===== src/rtl/column_mac_unit_pkg.sv =====
// Shared coprocessor definitions: FSM encodings, mode constants and the
// single-precision arithmetic used by the handshake sub-units.
package column_mac_unit_pkg;

  typedef enum logic [2:0] {IDLE, ISSUE, MULT, ACC, DONE} state_t;
  typedef enum logic [1:0] {U_GET, U_CALC, U_PUT} unit_state_t;

  localparam logic MODE_ELEM = 1'b0;
  localparam logic MODE_DOT  = 1'b1;

  localparam logic [31:0] FP_ZERO = 32'h0000_0000;
  localparam logic [31:0] FP_ONE  = 32'h3F80_0000;

  // Zero operands (including denormals) flush to a signed zero; mantissa truncates.
  function automatic logic [31:0] fp_mul(input logic [31:0] a, input logic [31:0] b);
    logic        sign;
    logic [7:0]  exp_sum;
    logic [47:0] prod;
    sign = a[31] ^ b[31];
    if (a[30:23] == 8'd0 || b[30:23] == 8'd0) return {sign, 31'd0};
    prod    = {24'd0, 1'b1, a[22:0]} * {24'd0, 1'b1, b[22:0]};
    exp_sum = a[30:23] + b[30:23] - 8'd127;
    if (prod[47]) return {sign, exp_sum + 8'd1, 23'(prod >> 24)};
    return {sign, exp_sum, 23'(prod >> 23)};
  endfunction

  // Exact cancellation yields +0, so dot products are independent of lane count.
  function automatic logic [31:0] fp_add(input logic [31:0] a, input logic [31:0] b);
    logic [31:0] x, y;
    logic [23:0] mx, my;
    logic [24:0] sum;
    logic [7:0]  sh;
    int          msb;
    if (a[30:0] >= b[30:0]) begin
      x = a;
      y = b;
    end else begin
      x = b;
      y = a;
    end
    mx  = (x[30:23] == 8'd0) ? 24'd0 : {1'b1, x[22:0]};
    my  = (y[30:23] == 8'd0) ? 24'd0 : {1'b1, y[22:0]};
    my  = my >> (x[30:23] - y[30:23]);
    sum = (x[31] == y[31]) ? ({1'b0, mx} + {1'b0, my}) : ({1'b0, mx} - {1'b0, my});
    if (sum == 25'd0) return FP_ZERO;
    msb = 0;
    for (int i = 0; i < 25; i++) if (sum[i]) msb = i;
    if (msb == 24) return {x[31], x[30:23] + 8'd1, 23'(sum >> 1)};
    sh = 8'(23 - msb);
    return {x[31], x[30:23] - sh, 23'(sum << sh)};
  endfunction

endpackage


===== src/rtl/column_mac_unit_mac_lane.sv =====
// One multiplier lane: owns the operand strobes, the captured product and the done flag.
module mac_lane (
  input  logic        in_clk,
  input  logic        in_reset,
  input  logic        unit_rst,
  input  logic        start,
  input  logic        clear,
  input  logic [31:0] op_a,
  input  logic [31:0] op_b,
  output logic        done,
  output logic [31:0] prod
);
  logic        stb, z_ack, a_ack, b_ack, z_stb;
  logic [31:0] z;

  single_multiplier u_mult (
    .clk          (in_clk),
    .rst          (unit_rst),
    .input_a      (op_a),
    .input_a_stb  (stb),
    .input_a_ack  (a_ack),
    .input_b      (op_b),
    .input_b_stb  (stb),
    .input_b_ack  (b_ack),
    .output_z     (z),
    .output_z_stb (z_stb),
    .output_z_ack (z_ack)
  );

  // z_ack guard keeps a still-high z_stb from being captured twice.
  always_ff @(posedge in_clk) begin
    if (!in_reset) begin
      stb   <= 1'b0;
      z_ack <= 1'b0;
      done  <= 1'b0;
      prod  <= '0;
    end else begin
      z_ack <= 1'b0;
      if (start) begin
        stb  <= 1'b1;
        done <= 1'b0;
      end else if (stb && a_ack && b_ack) begin
        stb <= 1'b0;
      end
      if (z_stb && !done && !z_ack && !unit_rst) begin
        prod  <= z;
        done  <= 1'b1;
        z_ack <= 1'b1;
        stb   <= 1'b0;
      end
      if (clear) done <= 1'b0;
    end
  end
endmodule


===== src/rtl/single_adder.sv =====
// Single-precision adder behind the a/b stb/ack, z stb/ack handshake.
module single_adder
  import column_mac_unit_pkg::*;
(
  input  logic        clk,
  input  logic        rst,
  input  logic [31:0] input_a,
  input  logic        input_a_stb,
  output logic        input_a_ack,
  input  logic [31:0] input_b,
  input  logic        input_b_stb,
  output logic        input_b_ack,
  output logic [31:0] output_z,
  output logic        output_z_stb,
  input  logic        output_z_ack
);
  unit_state_t state, state_next;
  logic [31:0] a_q, b_q;

  always_ff @(posedge clk) begin
    if (rst) state <= U_GET;
    else     state <= state_next;
  end

  always_ff @(posedge clk) begin
    if (state == U_GET && input_a_stb && input_b_stb) begin
      a_q <= input_a;
      b_q <= input_b;
    end
    if (state == U_CALC) output_z <= fp_add(a_q, b_q);
  end

  always_comb begin
    state_next   = state;
    input_a_ack  = 1'b0;
    input_b_ack  = 1'b0;
    output_z_stb = 1'b0;
    case (state)
      U_GET: begin
        input_a_ack = 1'b1;
        input_b_ack = 1'b1;
        if (input_a_stb && input_b_stb) state_next = U_CALC;
      end
      U_CALC: state_next = U_PUT;
      U_PUT: begin
        output_z_stb = 1'b1;
        if (output_z_ack) state_next = U_GET;
      end
      default: state_next = U_GET;
    endcase
  end
endmodule


===== src/rtl/single_multiplier.sv =====
// Single-precision multiplier behind the a/b stb/ack, z stb/ack handshake.
module single_multiplier
  import column_mac_unit_pkg::*;
(
  input  logic        clk,
  input  logic        rst,
  input  logic [31:0] input_a,
  input  logic        input_a_stb,
  output logic        input_a_ack,
  input  logic [31:0] input_b,
  input  logic        input_b_stb,
  output logic        input_b_ack,
  output logic [31:0] output_z,
  output logic        output_z_stb,
  input  logic        output_z_ack
);
  unit_state_t state, state_next;
  logic [31:0] a_q, b_q;

  always_ff @(posedge clk) begin
    if (rst) state <= U_GET;
    else     state <= state_next;
  end

  always_ff @(posedge clk) begin
    if (state == U_GET && input_a_stb && input_b_stb) begin
      a_q <= input_a;
      b_q <= input_b;
    end
    if (state == U_CALC) output_z <= fp_mul(a_q, b_q);
  end

  always_comb begin
    state_next   = state;
    input_a_ack  = 1'b0;
    input_b_ack  = 1'b0;
    output_z_stb = 1'b0;
    case (state)
      U_GET: begin
        input_a_ack = 1'b1;
        input_b_ack = 1'b1;
        if (input_a_stb && input_b_stb) state_next = U_CALC;
      end
      U_CALC: state_next = U_PUT;
      U_PUT: begin
        output_z_stb = 1'b1;
        if (output_z_ack) state_next = U_GET;
      end
      default: state_next = U_GET;
    endcase
  end
endmodule


===== src/rtl/column_mac_unit.sv =====
// Lane-parallel column multiplier: elementwise product or dot product of two packed columns.
//   state | meaning
//   IDLE  | waiting for in_ready, sub-units held in reset
//   ISSUE | start all lanes on the current group of cells
//   MULT  | waiting for every lane product
//   ACC   | dot mode: add group products into accumulator, ascending cell index
//   DONE  | out_c valid, waiting for out_ack
module column_mac_unit
  import column_mac_unit_pkg::*;
#(
  parameter  int size       = 4,
  parameter  int cell_width = 32,
  parameter  int lanes      = 2,
  localparam int width      = cell_width * size
) (
  input  logic             in_clk,
  input  logic             in_reset,
  input  logic [width-1:0] in_a,
  input  logic [width-1:0] in_b,
  input  logic             in_mode,
  input  logic             in_ready,
  input  logic             out_ack,
  output logic             out_busy,
  output logic             out_ready,
  output logic [width-1:0] out_c
);
  localparam int groups  = size / lanes;
  localparam int group_w = $clog2(groups) + 1;
  localparam int idx_w   = (lanes > 1) ? $clog2(lanes) : 1;

  if (size % lanes != 0) begin : g_bad_lanes
    $error("column_mac_unit: lanes must divide size");
  end

  state_t               state, state_next;
  logic [width-1:0]     a_q, b_q;
  logic                 mode_q;
  logic [group_w-1:0]   group;
  logic [idx_w-1:0]     add_idx;
  logic [31:0]          acc, add_z, add_b;
  logic [lanes-1:0]     lane_done;
  logic [31:0]          lane_prod [lanes];
  logic                 add_stb, add_zack, add_a_ack, add_b_ack, add_z_stb;
  logic                 unit_rst, all_done, last_group, last_add, add_take;

  assign unit_rst   = (state == IDLE);
  assign all_done   = &lane_done;
  assign last_group = (group == group_w'(groups - 1));
  assign last_add   = (add_idx == idx_w'(lanes - 1));
  assign add_take   = (state == ACC) && add_z_stb && !add_zack;
  assign out_busy   = (state != IDLE);
  assign out_ready  = (state == DONE);

  for (genvar k = 0; k < lanes; k++) begin : g_lane
    logic [31:0] op_a, op_b;
    assign op_a = a_q[(int'(group) * lanes + k) * cell_width +: cell_width];
    assign op_b = b_q[(int'(group) * lanes + k) * cell_width +: cell_width];
    mac_lane u_lane (
      .in_clk   (in_clk),
      .in_reset (in_reset),
      .unit_rst (unit_rst),
      .start    (state == ISSUE),
      .clear    ((state == MULT) && all_done),
      .op_a     (op_a),
      .op_b     (op_b),
      .done     (lane_done[k]),
      .prod     (lane_prod[k])
    );
  end

  always_comb begin
    add_b = lane_prod[0];
    for (int k = 0; k < lanes; k++) if (add_idx == idx_w'(k)) add_b = lane_prod[k];
  end

  single_adder u_add (
    .clk          (in_clk),
    .rst          (unit_rst),
    .input_a      (acc),
    .input_a_stb  (add_stb),
    .input_a_ack  (add_a_ack),
    .input_b      (add_b),
    .input_b_stb  (add_stb),
    .input_b_ack  (add_b_ack),
    .output_z     (add_z),
    .output_z_stb (add_z_stb),
    .output_z_ack (add_zack)
  );

  always_ff @(posedge in_clk) begin
    if (!in_reset) state <= IDLE;
    else           state <= state_next;
  end

  always_comb begin
    state_next = state;
    case (state)
      IDLE:  if (in_ready) state_next = ISSUE;
      ISSUE: state_next = MULT;
      MULT: begin
        if (all_done) begin
          if (mode_q == MODE_DOT) state_next = ACC;
          else if (last_group)    state_next = DONE;
          else                    state_next = ISSUE;
        end
      end
      ACC:   if (add_take && last_add) state_next = last_group ? DONE : ISSUE;
      DONE:  if (out_ack) state_next = IDLE;
      default: state_next = IDLE;
    endcase
  end

  always_ff @(posedge in_clk) begin
    if (!in_reset) begin
      a_q      <= '0;
      b_q      <= '0;
      mode_q   <= MODE_ELEM;
      group    <= '0;
      add_idx  <= '0;
      acc      <= FP_ZERO;
      out_c    <= '0;
      add_stb  <= 1'b0;
      add_zack <= 1'b0;
    end else begin
      add_zack <= 1'b0;
      case (state)
        IDLE: begin
          if (in_ready) begin
            a_q    <= in_a;
            b_q    <= in_b;
            mode_q <= in_mode;
            out_c  <= '0;
            acc    <= FP_ZERO;
            group  <= '0;
          end
        end
        MULT: begin
          if (all_done) begin
            if (mode_q == MODE_DOT) begin
              add_stb <= 1'b1;
              add_idx <= '0;
            end else begin
              for (int k = 0; k < lanes; k++)
                out_c[(int'(group) * lanes + k) * cell_width +: cell_width] <= lane_prod[k];
              if (!last_group) group <= group + 1'b1;
            end
          end
        end
        ACC: begin
          if (add_stb && add_a_ack && add_b_ack) add_stb <= 1'b0;
          if (add_take) begin
            acc      <= add_z;
            add_zack <= 1'b1;
            if (!last_add) begin
              add_idx <= add_idx + 1'b1;
              add_stb <= 1'b1;
            end else if (last_group) begin
              out_c[cell_width-1:0] <= add_z;
            end else begin
              group <= group + 1'b1;
            end
          end
        end
        default: ;
      endcase
    end
  end
endmodule


===== config.mk =====
export PLATFORM = sky130hd
export DESIGN_NAME = column_mac_unit
export DESIGN_NICKNAME = d
export VERILOG_FILES = /design/src/rtl/column_mac_unit_pkg.sv /design/src/rtl/column_mac_unit_mac_lane.sv /design/src/rtl/single_adder.sv /design/src/rtl/single_multiplier.sv /design/src/rtl/column_mac_unit.sv
export SDC_FILE = /design/constraint.sdc
export NUM_CORES = 2
export LEC_CHECK = 0
export ABC_AREA = 0
export CAP_MARGIN = 10
export CELL_PAD_IN_SITES_DETAIL_PLACEMENT = 0
export CELL_PAD_IN_SITES_GLOBAL_PLACEMENT = 1
export CORE_MARGIN = 1
export CORE_UTILIZATION = 52
export DETAILED_ROUTE_END_ITERATION = 7
export GPL_TIMING_DRIVEN = 0
export PLACE_DENSITY_LB_ADDON = 0.05
export SYNTH_ARGS = -nofsm -noshare
export SYNTH_HDL_FRONTEND = slang
export SYNTH_SLANG_ARGS = --single-unit

===== constraint.sdc =====
create_clock -name in_clk -period 25.5 [get_ports in_clk]
set_input_delay 5.1 -clock in_clk [delete_from_list [all_inputs] [get_ports in_clk]]
set_output_delay 5.1 -clock in_clk [all_outputs]
set_load 0.05 [all_outputs]

==> Flow_metrics.wiki <==
{| class="wikitable"
! Metric !! Value
|-
| Share of flip-flops with an asynchronous set or reset after synthesis || 0%
|-
| WP data required || 25.96 ns
|-
| Primary FF master, synth || sky130_fd_sc_hd__dfxtp_1
|-
| Netlist Area Pre-Place || around 75000 um^2
|-
| First-pass iteration count of the detailed router || 6
|-
| Routed wirelength normalized by instance count || 24.9 um
|-
| WS Path Type || flip-flop to flip-flop
|-
| Weighted congestion reported at the end of routability-driven placement || 1.00
|-
| Maximum Capacitance Violations || 0
|-
| Post-synth EDFFs || roughly 290
|-
| Worst path buffer plus inverter count || 18
|-
| Clock tree from TritonCTS || done
|-
| Clock skew after layout || between 0.06 and 0.07 ns
|-
| Die Span Y || 381 um
|-
| Share of layout cells above drive strength 1 || 3.38%
|-
| Post-CTS Hold Fix Bufs || 0
|-
| Critical Path Slowest Stage Cell || sky130_fd_sc_hd__a211oi_2
|-
| Kind of capture point of the worst setup path || flip-flop
|-
| Largest area contributor in the netlist || sky130_fd_sc_hd__fa_1
|-
| Die width || 381 um
|-
| Pins Over Slew Limit || 0
|-
| Max Clk Rate || 0.0592 GHz
|-
| Run status || complete, no violations
|-
| Number of nets in the layout || roughly 10000
|-
| Number of antenna violations at the first check in global routing || 21
|-
| Std cell rows || around 140
|-
| Buffers from clock root to sink, at most || 3
|-
| Flip-flop and latch count after synthesis || ~800
|-
| HPWL Detailed || approximately 220 mm
|-
| Critical path startpoint category || flip-flop
|-
| Synthesized area per cell || roughly 9.0 um^2
|-
| Final WL || ~270 mm
|-
| DRC Markers || 0
|-
| Seq/Total Area, Yosys || around a quarter
|-
| Wire length of the first global-routing pass || 397 mm
|-
| Clock tree root buffer cell || sky130_fd_sc_hd__clkbuf_16
|-
| Number of DRC markers after the initial detailed-route iteration || 5078
|-
| Worst-margin pin slew || roughly 1.4 ns
|-
| Number of primary I/O pins || 391
|-
| Gate count after technology mapping || a little over 8000
|-
| Number of sinks handled by clock tree synthesis || approximately 790
|-
| Pin count of the biggest net entering global routing || 33
|-
| Worst-path fanout max || 10
|-
| Antenna Violating Nets Remaining || 0
|-
| Library cell appearing most often on the critical path || sky130_fd_sc_hd__clkbuf_1
|-
| Setup TNS Final || 0 ns
|-
| Overflow left after global routing || 0
|-
| Slew margin rel. || roughly 5.4%
|-
| Top cells by area, synth || sky130_fd_sc_hd__fa_1, sky130_fd_sc_hd__dfxtp_1, sky130_fd_sc_hd__edfxtp_1
|-
| Finished Layout Cells || between 10000 and 15000
|-
| Final worst-path cycle share || 66.2%
|-
| IO buf count || 390
|-
| Number of buffers created by CTS || 87
|-
| RSZ-0062 raised after global routing || false
|-
| Class of the tightest hold or removal check || flip-flop to flip-flop
|-
| CP arrival || 17.34 ns
|-
| Hold Vio Cnt, Final || 0
|-
| Count of H-tree levels built during CTS || 3
|-
| Routed vias/inst || 5.69
|-
| Number of global-route vias before repair || 62219
|-
| Yosys warning total || 0
|-
| Area Overhead vs Synth || 12.7%
|-
| Worst path top cell family by delay || buffers and inverters
|-
| Count of final setup violators || 0
|-
| Clock latency reported for the late side of the worst-skew pair || 0.71 ns
|-
| Post-layout min period || 16.88 ns
|-
| Unique masters post-synth || between 90 and 100
|-
| Reg clk slew, reported paths || 0.06 ns
|-
| Core area || 142000 um^2
|-
| Post-CTS Repair Setup Buffers || 0
|-
| Die Outline Area || 145000 um^2
|-
| Initial Utilization || between 50% and 60%
|-
| Delay of the slowest cell on the worst path || between 0.8 and 0.9 ns
|-
| Total track usage || a little under two fifths
|-
| Area share of the leading cell type in the synthesized netlist || roughly a quarter
|-
| Cell total after placement || about 11000
|-
| Post_cts resized || 0
|-
| Syn nets || 9937
|-
| Number of vias in the routed layout || roughly 61000
|}
[registers in the layout, summed over array words and instances, names as in the netlist, 64 cells and up]
name,cells
g_lane.u_lane.u_mult.b_q,64
a_q,128
g_lane.u_lane.u_mult.a_q,64
g_lane.u_lane.u_mult.output_z,64
out_c,128
b_q,128
g_lane.u_lane.prod,64
[cell usage in the layout (no fill, tap or decap), types with 17 or more instances in the layout]
cell type	count
sky130_fd_sc_hd__nand2_1	1630
sky130_fd_sc_hd__inv_1	1164
sky130_fd_sc_hd__fa_1	966
sky130_fd_sc_hd__dfxtp_1	501
sky130_fd_sc_hd__clkbuf_1	474
sky130_fd_sc_hd__and2_1	457
sky130_fd_sc_hd__ha_1	437
sky130_fd_sc_hd__a21boi_0	429
sky130_fd_sc_hd__clkdlybuf4s50_1	390
sky130_fd_sc_hd__nor2_1	323
sky130_fd_sc_hd__edfxtp_1	288
sky130_fd_sc_hd__a21oi_1	235
sky130_fd_sc_hd__mux2i_1	181
sky130_fd_sc_hd__nand3_1	159
sky130_fd_sc_hd__o21ai_0	117
sky130_fd_sc_hd__clkbuf_16	90
sky130_fd_sc_hd__xnor2_1	82
sky130_fd_sc_hd__nor3_1	57
sky130_fd_sc_hd__nor2b_1	56
sky130_fd_sc_hd__a21o_1	49
sky130_fd_sc_hd__o211ai_1	48
sky130_fd_sc_hd__mux2_2	47
sky130_fd_sc_hd__o211a_1	38
sky130_fd_sc_hd__buf_1	35
sky130_fd_sc_hd__a22o_1	32
sky130_fd_sc_hd__nor4_1	31
sky130_fd_sc_hd__xor2_1	31
sky130_fd_sc_hd__nand2b_1	28
sky130_fd_sc_hd__a211oi_1	27
sky130_fd_sc_hd__or3_1	25
sky130_fd_sc_hd__nand4_1	23
sky130_fd_sc_hd__a31oi_1	21
sky130_fd_sc_hd__buf_6	20
sky130_fd_sc_hd__and3_1	19
sky130_fd_sc_hd__o31ai_1	19
sky130_fd_sc_hd__buf_2	19
sky130_fd_sc_hd__mux4_2	17
[per-layer routing]
| metal | vias to the layer above | GRT usage (%) | routed length [um] |
|---|---|---|---|
| met4 | 10 | 17.9 | 15200 |
| met2 | 2896 | 57.5 | 119000 |
| li1 | 27450 | - | - |
| met1 | 30226 | 47.6 | 107000 |
| met3 | 572 | 9.67 | 27600 |
| met5 | - | 0.397 | 133 |
[stage by stage]
stage	setup slack, ns	instance area [um^2]	utilization [%]	hold WS [ns]
2_1_floorplan	12.50	74800	-	0.409
3_3_place_gp	8.23	81000	57.0	0.421
3_5_place_dp	9.10	81400	57.3	0.426
4_1_cts	9.01	84200	59.2	0.429
5_1_grt	7.46	84200	59.3	0.446
6_report	8.62	84200	59.3	0.436
[path summary, 6_finish.rpt]
| check | from | to | slack (ns) | depth (start not counted) |
|---|---|---|---|---|
| setup / recovery | u_add.b_q[25]$_DFFE_PP_ | u_add.output_z[30]$_SDFFCE_PN0N_ | 8.62 | 61 |
| hold / removal | acc[2]$_SDFFE_PN0P_ | u_add.a_q[2]$_DFFE_PP_ | 0.44 | 0 |
| setup reg to reg | u_add.b_q[25]$_DFFE_PP_ | u_add.output_z[30]$_SDFFCE_PN0N_ | 8.62 | 61 |
| hold reg to reg | acc[2]$_SDFFE_PN0P_ | u_add.a_q[2]$_DFFE_PP_ | 0.44 | 0 |
[Yosys cell counts (82+ instances only)]
cell,n
sky130_fd_sc_hd__a21boi_0,429
sky130_fd_sc_hd__fa_1,966
sky130_fd_sc_hd__ha_1,437
sky130_fd_sc_hd__edfxtp_1,288
sky130_fd_sc_hd__nand3_1,159
sky130_fd_sc_hd__nor2_1,323
sky130_fd_sc_hd__clkbuf_1,447
sky130_fd_sc_hd__mux2i_1,181
sky130_fd_sc_hd__xnor2_1,82
sky130_fd_sc_hd__inv_1,1164
sky130_fd_sc_hd__a21oi_1,235
sky130_fd_sc_hd__dfxtp_1,501
sky130_fd_sc_hd__o21ai_0,117
sky130_fd_sc_hd__nand2_1,1630
sky130_fd_sc_hd__and2_1,457
[area by class of cell]
class                      instances  area, um^2
antenna                           11        27.5
fill                           12745       57900
sequential                       789       18700
timing repair buffer             420        4260
clock buffer                     131        2520
clock inverter                    31         269
buffer                           505        1950
inverter                        1167        4380
tap                             1890        2360
multi-input combinational       5812       49800
[cells by family after synthesis]
logic type               count (synthesis)  synth area share [%]
AND/OR/NAND/NOR                       2868                  17.3
buffers and inverters                 1672                  8.48
adder cells (fa/ha/maj)               1403                  33.2
AO/OA/AOI/OAI                         1180                  11.1
flip-flops                             789                  25.0
multiplexers                           248                  3.70
XOR/XNOR                               113                  1.32
[worst reg2reg max path: cells and delay by family, from the launching register on]
kind,cells,cell delay (ns)
simple gates,13,2.24
flops,1,0.42
compound gates,18,4.76
xor+xnor,4,1.16
mux,2,0.98
fa+ha+maj,6,1.75
buf+inv,18,5.33
Power is left out: the tool's default activity adds up to more than one toggle a clock period on the data nets, which glitch-free logic cannot reach.
